**config.mk**
```make
export PLATFORM = sky130hd
export DESIGN_NAME = seq_player
export DESIGN_NICKNAME = d
export VERILOG_FILES = /design/src/rtl/genius_pkg.sv /design/src/rtl/seq_timer.sv /design/src/rtl/seq_player.sv
export SDC_FILE = /design/constraint.sdc
export NUM_CORES = 1
export LEC_CHECK = 0
export ABC_CLOCK_PERIOD_IN_PS = 2600
export CORE_MARGIN = 8
export CORE_UTILIZATION = 52
export CTS_CLUSTER_SIZE = 25
export DETAILED_ROUTE_END_ITERATION = 8
export PLACE_DENSITY = 0.79
export RECOVER_POWER = 50
export SLEW_MARGIN = 30
export SYNTH_ARGS = -nofsm -noshare
export SYNTH_HDL_FRONTEND = slang
export SYNTH_HIERARCHICAL = 1
export SYNTH_SLANG_ARGS = --single-unit
```
**constraint.sdc**
```tcl
create_clock -name clock -period 2.6 [get_ports clock]
set_clock_uncertainty 0.1 [all_clocks]
set_input_delay 0.52 -clock clock [delete_from_list [all_inputs] [get_ports clock]]
set_output_delay 0.52 -clock clock [all_outputs]
set_load 0.01 [all_outputs]
```
**src/rtl/genius_pkg.sv**
```systemverilog
// Shared types and constants for the Genius game datapath: FSM state encoding,
// bus widths and the four one-hot colour codes.
package genius_pkg;

  localparam int COLOR_W = 4;
  localparam int ADDR_W  = 4;

  typedef enum logic [1:0] {
    IDLE = 2'd0,
    ON   = 2'd1,
    OFF  = 2'd2,
    DONE = 2'd3
  } state_t;

  localparam logic [COLOR_W-1:0] VERDE    = 4'b0001;
  localparam logic [COLOR_W-1:0] VERMELHO = 4'b0010;
  localparam logic [COLOR_W-1:0] AZUL     = 4'b0100;
  localparam logic [COLOR_W-1:0] AMARELO  = 4'b1000;

endpackage

```
**src/rtl/seq_timer.sv**
```systemverilog
// Cycle counter with synchronous clear; tc flags the cycle in which the count
// equals the limit, so an interval of N cycles uses limit N-1.
module seq_timer #(
  parameter int TIMER_W = 32
) (
  input  logic               clock,
  input  logic               reset,
  input  logic               clear,
  input  logic               enable,
  input  logic [TIMER_W-1:0] limit,
  output logic               tc
);

  logic [TIMER_W-1:0] count;

  // NOTE: sequential state uses non-blocking (<=) so every flop samples the
  // pre-edge values; blocking here would create order-dependent races.
  always_ff @(posedge clock) begin
    if (reset) begin
      count <= '0;
    end else if (clear) begin
      count <= '0;
    end else if (enable) begin
      count <= count + 1'b1;
    end
  end

  assign tc = (count == limit);

endmodule

```
**src/rtl/seq_player.sv**
```systemverilog
// Genius playback stage: walks the sequence ROM from address 0 to the sampled
// level, showing each colour for ON_CYCLES followed by an OFF_CYCLES blank gap.
module seq_player
  import genius_pkg::*;
#(
  parameter int ON_CYCLES  = 8,
  parameter int OFF_CYCLES = 4,
  parameter int TIMER_W    = 32
) (
  input  logic               clock,
  input  logic               reset,
  input  logic               start,
  input  logic [ADDR_W-1:0]  level,
  output logic [ADDR_W-1:0]  address,
  input  logic [COLOR_W-1:0] rom_data,
  output logic [COLOR_W-1:0] leds,
  output logic               busy,
  output logic               done
);

  localparam logic [TIMER_W-1:0] ON_LAST  = TIMER_W'(ON_CYCLES - 1);
  localparam logic [TIMER_W-1:0] OFF_LAST = TIMER_W'(OFF_CYCLES - 1);

  state_t             state;
  state_t             state_next;
  logic [ADDR_W-1:0]  last_idx;
  logic               accept;
  logic               last_step;
  logic               timer_clear;
  logic               timer_enable;
  logic               timer_tc;
  logic [TIMER_W-1:0] timer_limit;

  assign accept    = (state == IDLE) && start;
  assign last_step = (address == last_idx);

  // One timer serves both intervals; the limit follows the current state.
  assign timer_enable = (state == ON) || (state == OFF);
  assign timer_clear  = accept || (timer_enable && timer_tc);
  assign timer_limit  = (state == OFF) ? OFF_LAST : ON_LAST;

  seq_timer #(
    .TIMER_W (TIMER_W)
  ) u_timer (
    .clock  (clock),
    .reset  (reset),
    .clear  (timer_clear),
    .enable (timer_enable),
    .limit  (timer_limit),
    .tc     (timer_tc)
  );

  always_ff @(posedge clock) begin
    if (reset) begin
      state    <= IDLE;
      address  <= '0;
      last_idx <= '0;
    end else begin
      state <= state_next;
      if (accept) begin
        last_idx <= level;
        address  <= '0;
      end else if ((state == OFF) && timer_tc && !last_step) begin
        address <= address + 1'b1;
      end
    end
  end

  // NOTE: every combinational output gets a default before the case so no
  // path leaves it unassigned, which would otherwise infer a latch.
  always_comb begin
    state_next = state;
    case (state)
      IDLE:    if (start) state_next = ON;
      ON:      if (timer_tc) state_next = OFF;
      OFF:     if (timer_tc) state_next = last_step ? DONE : ON;
      DONE:    state_next = IDLE;
      default: state_next = IDLE;
    endcase
  end

  always_comb begin
    leds = '0;
    busy = 1'b0;
    done = 1'b0;
    case (state)
      ON: begin
        leds = rom_data;
        busy = 1'b1;
      end
      OFF:     busy = 1'b1;
      DONE:    done = 1'b1;
      default: ;
    endcase
  end

endmodule
```
Word level (Yosys, flattened, before mapping)

Index checks and enable logic that the tools add are counted.

Reductions and logical operators: 12
$lt $le $gt $ge: 0
$add $sub $neg: 2
Mux-type cells: 9
Divide/modulo/power cells: 0
Eq/ne operators: 8
Multipliers: 0
Shift-type cells: 0
Bitwise operators: 0

Operators by type and width:

| kind                                          | number |
|---|---|
| adder 32 x 1 -> 32 bit, second input constant | 1 |
| == test 32 x 3 -> 1 bit                       | 1 |
| 2-to-1 mux 2 bit                              | 4 |
| case mux 2 bit (4 select lines)               | 1 |
| != test 2 bit, second input constant          | 3 |
| OR reduction 2 bit                            | 3 |
| adder 4 x 1 -> 4 bit, second input constant   | 1 |
| == test 2 bit, second input constant          | 2 |
| == test 4 bit                                 | 1 |
| logical AND 1 bit                             | 4 |
| 2-to-1 mux 4 bit                              | 1 |
| 2-to-1 mux 3 bit                              | 1 |
| AND reduction 3 bit                           | 1 |
| == test 2 x 1 -> 1 bit, second input constant | 1 |
| logical NOT 2 bit                             | 1 |
| logical OR 1 bit                              | 2 |
| 2-to-1 mux 1 bit                              | 2 |
| logical NOT 1 bit                             | 1 |

Register bits after elaboration: 42
Input bits: 11
Memories: 0
Bits in read-only memories: 0
Latch bits: 0
Output and inout port bits: 10
Memory bits (writable): 0

Longest topological paths before layout

Depth after elaboration: 6
Mapped depth: 13
Mapped depth without buffers: 13

Hierarchy

Netlist, hierarchy kept.

Modules (own cells, without submodules):

| module     | times used | cells an instance | area each (µm²) |
|---|---|---|---|
| seq_timer  | 1          | 222               | 1,904.3 |
| seq_player | 1          | 70                | 566.8 |

Least setup slack after synthesis

Ideal clock, no wire load.

Kind: register -> register
From: reg state[0]
To: reg u_timer.count[10]
Data required time: 2.372 ns
Data arrival time: 2.248 ns
Clock period less this slack: 2.475 ns
Setup slack: 0.125 ns
Library setup time: 0.128 ns
Stages on the path, launching flop included: 14
Path through: dfxtp_1 -> inv_1 -> ha_1 -> inv_1 -> xor2_1 -> nor4_1 -> nand4_1 -> nor2_1 -> nand2_1 -> nand2_1 -> or2_0 -> clkbuf_1 -> clkbuf_1 -> nor2_1

Cells in the longest elaborated chain, start to end: 6
Elaborated cells on any way between the ends: 10

Ends and longest elaborated chain:

| item                                | line             | source |
|---|---|---|
| start, declared                     | seq_player.sv:24 | `state_t state;` |
| start signal, assigned              | seq_player.sv:59 | `state <= state_next;` |
| == test 2 bit                       | seq_player.sv:40 | `assign timer_limit = (state == OFF) ? OFF_LAST : ON_LAST;` |
| 2-to-1 mux 3 bit                    | seq_player.sv:40 |  |
| net timer_limit[2]                  | seq_player.sv:32 | `logic [TIMER_W-1:0] timer_limit;` |
| == test 32 x 3 -> 1 bit             | seq_timer.sv:28  | `assign tc = (count == limit);` |
| net timer_tc                        | seq_player.sv:31 | `logic timer_tc;` |
| logical AND 1 bit                   | seq_player.sv:39 | `assign timer_clear = accept \|\| (timer_enable && timer_tc);` |
| logical OR 1 bit                    | seq_player.sv:39 |  |
| net timer_clear                     | seq_player.sv:29 | `logic timer_clear;` |
| OR reduction 2 bit (no source line) | -                |  |
| end signal, assigned                | seq_timer.sv:24  | `count <= count + 1'b1;` |
| end, declared                       | seq_timer.sv:14  | `logic [TIMER_W-1:0] count;` |

The timed path passes the listed nets, and every way through them passes these cells.
A chain may end at the register's enable or synchronous reset.

Final worst setup path

From: reg state[1]
To: out busy

Cells in the longest elaborated chain, start to end: 3
Elaborated cells on any way between the ends: 4

Ends and longest elaborated chain:

| item                                                    | line             | source |
|---|---|---|
| == test 2 x 1 -> 1 bit or == test 2 bit (tied branches) | seq_player.sv:86 | `case (state)` |
| OR reduction 2 bit (no source line) *                   | -                |  |
| 2-to-1 mux 1 bit *                                      | seq_player.sv:86 |  |
| end, declared                                           | seq_player.sv:17 | `output logic busy,` |

Mark *: on every way between the ends. The rest lies on a longest branch, timed or not.

==> impl_metrics.yaml <==
power_and_ir_drop:
  seqPwrFrac_pct: 44.4
  p_leak_uw: 0.00118
  p_comb_share_pct: 25.1
  internal_power_uw: 1120
  clkPwrFrac_pct: 30.5
  power.switching_uw: 477
  p_total_uw: 1590
  power_density_nw_per_um2: 540
  ir_drop_v: 0.000313
  swShare_pct: 30.0
die:
  io_pins: 21
  coreArea_um2: 4660
  dieHeight_um: 84.9
  die_x_um: 84.9
  num_rows: 25
  die_area_um2: 7210
  initial_core_util_pct: 53.0
timing:
  finalSetupTns_ns: 0
  slew_headroom_pct: 60.4
  grt_setup_unrepaired: "false"
  hold_viol_final: 0
  drv_slew: 0
  final.period_utilization_pct: 94.3
  fin_crit_ns: 2.45
  setup_ws_ns: 0.147
  finalSetupViolCount: 0
  worstMarginPinSlew_ns: 0.589
  max_freq_mhz: 408
clock_tree:
  cts_root_buf: "clkbuf_8"
  numClockSinks: 42
  hold_buffers: 0
  htree_levels: 2
  clk_path_buf_depth: 2
  clock_latency_ns: 0.29
  cts_buffers: 5
  cts_tree: "done"
  cts.reportedPaths.clkPinSlew_ns: 0.08
final_layout:
  instances_no_fill: 396
  final_area_um2: 2950
  nFillCells: 393
  final_common_cell: "dfxtp_1"
  num_antenna_cells: 0
  drive_gt1_share_pct: 6.14
  area_delta_synth_final_pct: 19.2
  nNetsFinal: 358
  final_cell_mix: "42 x dfxtp_1, 39 x xor2_1, 31 x conb_1"
global_route:
  grt_pass1_vias: 2071
  antenna_found_initial: 0
  overflow: 0
  grt_pass1_wl_um: 9250
  track_usage_pct: 15.5
  grt_start_max_net_pins: 28
worst_setup_path:
  rr_worst_depth: 11
  regToRegStartpoint: "state[0]"
  cp-start-kind: "flip-flop"
  rr_endpoint: "address[3]"
  crit_end: "busy"
  critPathLaunch: "state[1]"
  rrSetupSlack_ns: 0.17
  worstPathArrival_ns: 1.83
  critPathMaxFanout: 8
  worstPathRequired_ns: 1.98
  path_class: "flip-flop to output port"
  endpoint_kind: "output port"
run_status:
  outcome: "completed"
place:
  placed_area_um2: 2830
  io_buffers: 20
  gp_congestion: 0.776
  placedCellCount: 388
  pre_cts_ws_ns: 0.167
  dpl.hpwl_um: 4090
synth:
  yosysTopAreaCellShare_pct: 34.0
  ys.flop_type: "dfxtp_1"
  syn_avg_cell_area_um2: 8.46
  ys_top_cells_by_area: "dfxtp_1 34%, xor2_1 14%, a21oi_1 4.7%, o31ai_1 3.9%, or4_1 3.9%"
  synth_top_cell_by_area: "dfxtp_1"
  syn_area_um2: 2470
  ys_warn_count: 6
  ys_ff_latch: 42
  synth_edf_count: 0
  ys_seq_area_share_pct: 34.0
  synth_cell_types: 41
  async_reset_ff_share_pct: 0
  syn_inst: 292
drt:
  drt-initial-drc-count: 130
  ant_nets: 0
  drtPass1Iterations: 4
  drc: 0
  routedWlPerCell_um: 13.8
  routed_via_density: 5.59
  routed_wl_um: 5470
  vias: 2214
run:
  drv_cap: 0
hold_path:
  min_path_type: "flip-flop to flip-flop"
-- timing repair --
action | in CTS | in global routing
resized for setup | 0 | 3
endpoints found under the setup margin | 0 | 30
endpoints found under the hold margin | 0 | 0
buffers inserted | 0 | 0
-- worst max-delay path: stages (launching register included) --
cell             delay (ns)
dfxtp_1                0.40
inv_1                  0.10
ha_1                   0.45
clkdlybuf4s50_1        0.59
-- kinds of logic (layout without fill, tap and decap cells) --
family / count (synthesis) / after routing / share of synthesized area, %
AND/OR/NAND/NOR: 115 / 115 / 26.4
AO/OA/AOI/OAI: 53 / 53 / 13.9
XOR/XNOR: 49 / 49 / 17.4
flip-flops: 42 / 42 / 34.0
buffers and inverters: 23 / 44 / 4.20
adder cells (fa/ha/maj): 6 / 6 / 3.04
other: 2 / 31 / 0.304
multiplexers: 2 / 2 / 0.810
-- per-stage QoR --
stage,hold WS (ns),utilization (%)
after floorplan,0.343,-
after global routing,0.394,63.2
after detailed placement,0.366,60.7
after global placement,0.359,60.7
final,0.377,63.2
after CTS,0.377,63.1
-- synthesized netlist by cell type, types with 5 or more instances --
| library cell | count |
|---|---|
| or4_1 | 13 |
| nor4_1 | 10 |
| nor2_1 | 21 |
| nand3_1 | 15 |
| o31ai_1 | 13 |
| ha_1 | 6 |
| xnor2_1 | 10 |
| a21oi_1 | 23 |
| inv_1 | 9 |
| and4_1 | 5 |
| nand4_1 | 11 |
| xor2_1 | 39 |
| nand2_1 | 21 |
| dfxtp_1 | 42 |
| clkbuf_1 | 9 |
-- registers in the layout, indices dropped and copies added (netlist names) --
register	flops
address	4
last_idx	4
state	2
u_timer/count	32
-- power groups by stage --
stage | sequential [µW] | combinational, µW | clock (µW)
3_3_place_gp | 720 | 398 | 0
3_5_place_dp | 722 | 404 | 0
5_1_grt | 712 | 452 | 526
4_1_cts | 707 | 406 | 500
2_1_floorplan | 714 | 269 | 0
6_report | 707 | 399 | 486
-- worst min-delay path by stage --
stage | startpoint | end | slack (ns) | cells past startpoint
global route | last_idx[1] | last_idx[1] | 0.39 | 2
finish | last_idx[3] | last_idx[3] | 0.38 | 2
detailed placement | last_idx[1] | last_idx[1] | 0.37 | 2
CTS | last_idx[1] | last_idx[1] | 0.38 | 2
floorplan | last_idx[3] | last_idx[3] | 0.34 | 2
global placement | last_idx[2] | last_idx[2] | 0.36 | 2
-- final cells by class --
class / count / area, µm² / area share, %
Tap cell: 54 / 67.6 / 2.29
Clock buffer: 8 / 110 / 3.74
Timing Repair Buffer: 27 / 249 / 8.45
Inverter: 9 / 33.8 / 1.15
Sequential cell: 42 / 841 / 28.5
Multi-Input combinational cell: 256 / 1650 / 55.8
-- routing by layer --
layer	track usage, %	share of wire, %
met4	5.66	1.8
met1	18.2	44
met3	3.47	3.8
met5	0	0
met2	26.9	50
Note: power is estimated with default switching activity, not from simulation.
